[src/rtl/ysyx_23060096_imm_pkg.sv]
// Shared format codes, field masks and encode/representability helpers for the immediate encoder.
// The slot layout grows by fmt/imm when YSYX_23060096_IMMENC_CHECK_EN is defined.
package ysyx_23060096_imm_pkg;

    localparam logic [2:0] FMT_I = 3'b000;
    localparam logic [2:0] FMT_U = 3'b001;
    localparam logic [2:0] FMT_S = 3'b010;
    localparam logic [2:0] FMT_B = 3'b011;
    localparam logic [2:0] FMT_J = 3'b100;

    localparam logic [24:0] MASK_I  = 25'h1FFE000;
    localparam logic [24:0] MASK_UJ = 25'h1FFFFE0;
    localparam logic [24:0] MASK_SB = 25'h1FC001F;

    typedef struct packed {
        logic [24:0] inst;
        logic        err;
    } enc_t;

    typedef struct packed {
        enc_t        enc;
`ifdef YSYX_23060096_IMMENC_CHECK_EN
        logic [2:0]  fmt;
        logic [31:0] imm;
`endif
    } slot_t;

    function automatic logic [24:0] imm_mask(input logic [2:0] fmt);
        case (fmt)
            FMT_I:        return MASK_I;
            FMT_U, FMT_J: return MASK_UJ;
            FMT_S, FMT_B: return MASK_SB;
            default:      return '0;
        endcase
    endfunction

    function automatic logic [24:0] imm_field(input logic [2:0] fmt, input logic [31:0] imm);
        logic [24:0] f;
        f = '0;
        case (fmt)
            FMT_I: f[24:13] = imm[11:0];
            FMT_U: f[24:5]  = imm[31:12];
            FMT_S: begin
                f[24:18] = imm[11:5];
                f[4:0]   = imm[4:0];
            end
            FMT_B: begin
                f[24]    = imm[12];
                f[23:18] = imm[10:5];
                f[4:1]   = imm[4:1];
                f[0]     = imm[11];
            end
            FMT_J: begin
                f[24]    = imm[20];
                f[23:14] = imm[10:1];
                f[13]    = imm[11];
                f[12:5]  = imm[19:12];
            end
            default: f = '0;
        endcase
        return f;
    endfunction

    // A value fits a signed field when every bit above it equals the field's sign bit.
    function automatic logic imm_err(input logic [2:0] fmt, input logic [31:0] imm);
        case (fmt)
            FMT_I, FMT_S: return !((&imm[31:11]) || !(|imm[31:11]));
            FMT_U:        return |imm[11:0];
            FMT_B:        return imm[0] || !((&imm[31:12]) || !(|imm[31:12]));
            FMT_J:        return imm[0] || !((&imm[31:20]) || !(|imm[31:20]));
            default:      return 1'b1;
        endcase
    endfunction

    function automatic enc_t imm_encode(input logic [2:0] fmt, input logic [31:0] imm,
                                        input logic [24:0] base);
        enc_t e;
        e.inst = (base & ~imm_mask(fmt)) | imm_field(fmt, imm);
        e.err  = imm_err(fmt, imm);
        return e;
    endfunction

endpackage

[src/rtl/ysyx_23060096_imm_dec.sv]
// Regenerates the sign-extended immediate from an encoded inst[31:7]; built only with
// YSYX_23060096_IMMENC_CHECK_EN to cross-check the encoder.
module ysyx_23060096_imm_dec
    import ysyx_23060096_imm_pkg::*;
(
    input  logic [2:0]  fmt,
    input  logic [24:0] inst,
    output logic [31:0] imm
);

    always_comb begin
        imm = '0;
        case (fmt)
            FMT_I:   imm = {{20{inst[24]}}, inst[24:13]};
            FMT_U:   imm = {inst[24:5], 12'b0};
            FMT_S:   imm = {{20{inst[24]}}, inst[24:18], inst[4:0]};
            FMT_B:   imm = {{19{inst[24]}}, inst[24], inst[0], inst[23:18], inst[4:1], 1'b0};
            FMT_J:   imm = {{11{inst[24]}}, inst[24], inst[12:5], inst[13], inst[23:14], 1'b0};
            default: imm = '0;
        endcase
    end

endmodule

[src/rtl/ysyx_23060096_imm_enc.sv]
// Streaming RISC-V immediate encoder: one-cycle latency, main register M plus skid register K.
// Defining YSYX_23060096_IMMENC_CHECK_EN adds a decode-back checker with sticky chk_fail output.
module ysyx_23060096_imm_enc
    import ysyx_23060096_imm_pkg::*;
#(
    parameter int CNT_W = 16
) (
    input  logic             clk,
    input  logic             rst,
    input  logic             in_valid,
    output logic             in_ready,
    input  logic [2:0]       in_fmt,
    input  logic [31:0]      in_imm,
    input  logic [24:0]      in_base,
    output logic             out_valid,
    input  logic             out_ready,
    output logic [24:0]      out_inst,
    output logic             out_err,
    output logic [CNT_W-1:0] enc_cnt,
    output logic [CNT_W-1:0] err_cnt
`ifdef YSYX_23060096_IMMENC_CHECK_EN
    ,
    output logic             chk_fail
`endif
);

    logic  m_valid_reg, m_valid_next;
    logic  k_valid_reg, k_valid_next;
    slot_t m_slot_reg, m_slot_next;
    slot_t k_slot_reg, k_slot_next;
    slot_t new_slot;
    logic  accept, drain, m_free;

    assign in_ready = !k_valid_reg;
    assign accept   = in_valid && in_ready;
    assign drain    = m_valid_reg && out_ready;
    assign m_free   = !m_valid_reg || out_ready;

    always_comb begin
        new_slot     = '0;
        new_slot.enc = imm_encode(in_fmt, in_imm, in_base);
`ifdef YSYX_23060096_IMMENC_CHECK_EN
        new_slot.fmt = in_fmt;
        new_slot.imm = in_imm;
`endif
    end

    // K is only ever filled behind a stalled M, so it is always older than any new entry.
    always_comb begin
        m_valid_next = m_valid_reg;
        m_slot_next  = m_slot_reg;
        k_valid_next = k_valid_reg;
        k_slot_next  = k_slot_reg;
        if (m_free) begin
            if (k_valid_reg) begin
                m_valid_next = 1'b1;
                m_slot_next  = k_slot_reg;
                k_valid_next = 1'b0;
            end else if (accept) begin
                m_valid_next = 1'b1;
                m_slot_next  = new_slot;
            end else begin
                m_valid_next = 1'b0;
            end
        end else if (accept) begin
            k_valid_next = 1'b1;
            k_slot_next  = new_slot;
        end
    end

    always_ff @(posedge clk) begin
        if (rst) begin
            m_valid_reg <= 1'b0;
            k_valid_reg <= 1'b0;
            m_slot_reg  <= '0;
            k_slot_reg  <= '0;
        end else begin
            m_valid_reg <= m_valid_next;
            k_valid_reg <= k_valid_next;
            m_slot_reg  <= m_slot_next;
            k_slot_reg  <= k_slot_next;
        end
    end

    assign out_valid = m_valid_reg;
    assign out_inst  = m_slot_reg.enc.inst;
    assign out_err   = m_slot_reg.enc.err;

    // Index 0 counts delivered results, index 1 the delivered ones flagged as errors.
    logic [1:0] cnt_inc;
    assign cnt_inc = {drain && m_slot_reg.enc.err, drain};

    generate
        for (genvar gi = 0; gi < 2; gi++) begin : g_cnt
            logic [CNT_W-1:0] cnt_reg;
            always_ff @(posedge clk) begin
                if (rst) begin
                    cnt_reg <= '0;
                end else if (cnt_inc[gi] && !(&cnt_reg)) begin
                    cnt_reg <= cnt_reg + 1'b1;
                end
            end
        end
    endgenerate

    assign enc_cnt = g_cnt[0].cnt_reg;
    assign err_cnt = g_cnt[1].cnt_reg;

`ifdef YSYX_23060096_IMMENC_CHECK_EN
    logic [31:0] dec_imm;
    logic        chk_fail_reg;

    ysyx_23060096_imm_dec u_dec (
        .fmt  (m_slot_reg.fmt),
        .inst (m_slot_reg.enc.inst),
        .imm  (dec_imm)
    );

    always_ff @(posedge clk) begin
        if (rst) begin
            chk_fail_reg <= 1'b0;
        end else if (m_valid_reg && !m_slot_reg.enc.err && (dec_imm != m_slot_reg.imm)) begin
            chk_fail_reg <= 1'b1;
        end
    end

    assign chk_fail = chk_fail_reg;
`endif

endmodule

[config.mk]
export PLATFORM = sky130hd
export DESIGN_NAME = ysyx_23060096_imm_enc
export DESIGN_NICKNAME = d
export VERILOG_FILES = /design/src/rtl/ysyx_23060096_imm_pkg.sv /design/src/rtl/ysyx_23060096_imm_dec.sv /design/src/rtl/ysyx_23060096_imm_enc.sv
export SDC_FILE = /design/constraint.sdc
export NUM_CORES = 1
export LEC_CHECK = 0
export ABC_CLOCK_PERIOD_IN_PS = 1750
export BUFFER_PORTS_ARGS = -buffer_cell sky130_fd_sc_hd__buf_2
export CAP_MARGIN = 10
export CORE_ASPECT_RATIO = 0.7
export CORE_MARGIN = 3
export CORE_UTILIZATION = 40
export CTS_BUF_LIST = sky130_fd_sc_hd__clkbuf_16
export CTS_CLUSTER_SIZE = 25
export DETAILED_ROUTE_END_ITERATION = 8
export GPL_ROUTABILITY_DRIVEN = 1
export MAX_ROUTING_LAYER = met4
export PLACE_DENSITY = 0.66
export SLEW_MARGIN = 20
export SYNTH_ARGS = -nofsm -noshare
export SYNTH_HDL_FRONTEND = slang
export SYNTH_SLANG_ARGS = --single-unit
export TNS_END_PERCENT = 100
[constraint.sdc]
create_clock -name clk -period 1.75 [get_ports clk]
set_clock_uncertainty 0.15 [all_clocks]
set_input_delay 0.175 -clock clk [delete_from_list [all_inputs] [get_ports clk]]
set_output_delay 0.175 -clock clk [all_outputs]
set_load 0.005 [all_outputs]
==> flow_summary.yaml <==
outcome:
  outcome: "finished with violations"
  failed_checks: "negative setup slack"
clock_tree:
  root_buffer: "clkbuf_16"
  clock_path_buffers: 2
  insertion_delay_ns: 0.33
  cts_tree: "built"
  cts.sinks: 86
  ctsHoldBuffers: 0
  path_clk_slew_ns: 0.06
  htree_levels: 3
  cts_made_buffers: 9
placed_design:
  placed_cell_area_um2: 5760
  hpwlAfterDp_mm: 10.1
  port_buffers: 123
  dpl_worst_slack_ns: -0.254
  placed_cells: 850
  gp_congestion: 0.898
routing:
  vias: 4724
  drc: 0
  wirelength_mm: 13.9
  dr.pass1.iters: 6
  wl_per_cell_um: 15.8
  first_iter_violations: 446
  viasPerCell: 5.40
  ant_nets: 0
sta:
  rsz0062_at_grt: "yes"
  fin_crit_sh_pct: 104
  tightest_slew_ns: 0.375
  maxSlewHeadroom_pct: 74.8
  worst_slack_ns: -0.0689
  slew_viol_final: 0
  period_minus_slack_ns: 1.82
  hold-worst-slack_ns: 0.0257
  finalHoldViolations: 0
  fin_tns_setup_ns: -0.359
  setup_viol: 8
  max_freq_mhz: 550
logic_synthesis:
  synth_top_area_share_pct: 38.0
  avgSynthCellArea_um2: 8.32
  synthArstFlopShare_pct: 0
  synth_seq_cells: 86
  yosysWarnings: 0
  synth_cells: 545
  synthFlopType: "dfxtp_1"
  synthesis.nets: 611
  synth.area.top_cells: "dfxtp_1 38%, nand2_1 6.3%, nor2_1 5.0%"
  ys_seq_area_share_pct: 38.0
  synth.distinct_cells: 54
  synthesis.area_um2: 4530
  synth-edff-count: 0
  yosysTopAreaCell: "dfxtp_1"
critical_path:
  required_ns: 1.85
  r2r_cells: 8
  regToRegEndpoint: "err_cnt[14]$_SDFFE_PP0P_"
  crit_fanout: 3
  path_class: "reg2reg"
  critPathArrivalTime_ns: 1.92
  timing.rr.start: "err_cnt[1]$_SDFFE_PP0P_"
  reg2reg_setup_slack_ns: -0.07
  worstSetupStartpointType: "flip-flop"
  crit_path_end_kind: "flip-flop"
final_layout:
  fin_area_um2: 6420
  drive_gt1_share_pct: 38.2
  area_growth_syn_to_layout_pct: 41.5
  largest_register_ffs: 26
  diodes: 0
  finish.utilization_pct: 59.9
  layout.cells.non_filler: 875
  layout.nets: 790
global_routing:
  grt_first_pass_wirelength_mm: 21.4
  antenna_found_initial: 0
  grt-ovfl-total: 0
  grt_usage_pct: 21.3
  first_global_vias: 4388
  grt_max_degree: 56
floorplanning:
  initial_core_util_pct: 42.4
  num_rows: 31
  core_um2: 10700
  die_h_um: 95.1
  die_w_um: 133
  die-area_um2: 12700
  pin_count: 124
power:
  p_total_mw: 4.72
  vdd_ir_drop_max_mv: 0.427
  p_leak_nw: 2.64
  powerDensity_nw_per_um2: 736
min_path:
  hold-path-cell-count: 3
  holdPathEnd: "out_err$_SDFFE_PP0P_"
  min_path_type: "in2reg"
  hp-start: "rst"
job:
  drv_cap: 0
power by group:
part           switching [mW]  internal [mW]  leakage, nW
sequential             0.0429           2.03        0.705
combinational           0.367          0.312         1.79
clock                   0.743           1.23        0.145
layer usage:
layer / track usage, % / part of all wire (%)
met3: 4.22 / 5.2
met1: 28.0 / 46
met5: - / 0
met2: 34.2 / 48
met4: 5.14 / 0.86
cell type report:
| class | instances | area [um2] |
|---|---|---|
| clock buffer | 9 | 225 |
| clock inverter | 5 | 76.3 |
| fill | 941 | 4290 |
| inverter | 6 | 22.5 |
| multi-input combinational | 415 | 2850 |
| sequential | 86 | 1740 |
| tap | 148 | 185 |
| timing repair buffer | 206 | 1320 |
cells in the final DEF, fill, tap and decap left out, types with 3 or more instances in the layout:
| cell type | netlist | layout |
|---|---|---|
| a2111oi_4 | 0 | 7 |
| a211oi_1 | 13 | 13 |
| a21oi_1 | 39 | 38 |
| a22o_1 | 12 | 12 |
| a22oi_1 | 11 | 11 |
| a311oi_1 | 3 | 3 |
| and3_1 | 4 | 4 |
| and4_1 | 4 | 4 |
| buf_12 | 0 | 5 |
| buf_2 | 9 | 123 |
| buf_4 | 3 | 73 |
| buf_6 | 1 | 5 |
| clkbuf_16 | 0 | 9 |
| dfxtp_1 | 86 | 75 |
| dfxtp_2 | 0 | 10 |
| inv_1 | 6 | 6 |
| mux2_2 | 15 | 15 |
| mux2i_1 | 15 | 15 |
| nand2_1 | 76 | 75 |
| nand2b_1 | 10 | 10 |
| nand3_1 | 13 | 12 |
| nand4_1 | 11 | 11 |
| nor2_1 | 61 | 58 |
| nor2_4 | 0 | 3 |
| nor2b_1 | 6 | 6 |
| nor3_1 | 15 | 13 |
| nor3_2 | 1 | 3 |
| nor4_1 | 5 | 5 |
| nor4b_4 | 0 | 3 |
| o211a_1 | 6 | 6 |
| o211ai_1 | 13 | 13 |
| o21ai_0 | 16 | 16 |
| or4_1 | 3 | 3 |
| xnor2_1 | 25 | 24 |
critical path: stages, from the launching register on:
cell	delay [ns]
dfxtp_2	0.37
ha_4	0.15
nand4_1	0.16
buf_4	0.19
nor2_1	0.14
nand3_1	0.12
buf_4	0.15
o21ba_2	0.20
nor3_1	0.12
Yosys cell counts, types with 12 or more instances:
library cell	count
a22o_1	12
xnor2_1	25
nand2_1	76
dfxtp_1	86
nor2_1	61
a21oi_1	39
a211oi_1	13
o21ai_0	16
mux2i_1	15
mux2_2	15
nor3_1	15
clkbuf_1	24
nand3_1	13
o211ai_1	13
repair_timing:
item,CTS,global route
setup endpoints to repair,22,42
buffers inserted,2,9
pin swaps,0,22
gates resized for setup,16,37
hold endpoints to repair,0,0
cells by family (layout without fill, tap and decap cells):
group	count (synthesis)	in the layout	share of synthesized area, %
xor gates and xnor gates	26	26	5.02
DFF	86	86	38.0
and+or+nand+nor	230	230	25.5
muxes	30	30	7.04
buffers and inverters	44	226	4.30
AOI/OAI and AO/OA	127	127	19.6
adders and majority gates	2	2	0.552
worst max path at each step:
stage	startpoint	to	slack, ns
finish	err_cnt[1]$_SDFFE_PP0P_	err_cnt[14]$_SDFFE_PP0P_	-0.07
global route	err_cnt[1]$_SDFFE_PP0P_	err_cnt[2]$_SDFFE_PP0P_	-0.18
CTS	err_cnt[0]$_SDFFE_PP0P_	err_cnt[9]$_SDFFE_PP0P_	-0.0003
detailed placement	enc_cnt[12]$_SDFFE_PP0P_	enc_cnt[5]$_SDFFE_PP0P_	-0.25
global placement	enc_cnt[12]$_SDFFE_PP0P_	enc_cnt[6]$_SDFFE_PP0P_	-0.15
floorplan	enc_cnt[0]$_SDFFE_PP0P_	enc_cnt[11]$_SDFFE_PP0P_	0.005
(Power assumes the default switching activity.)
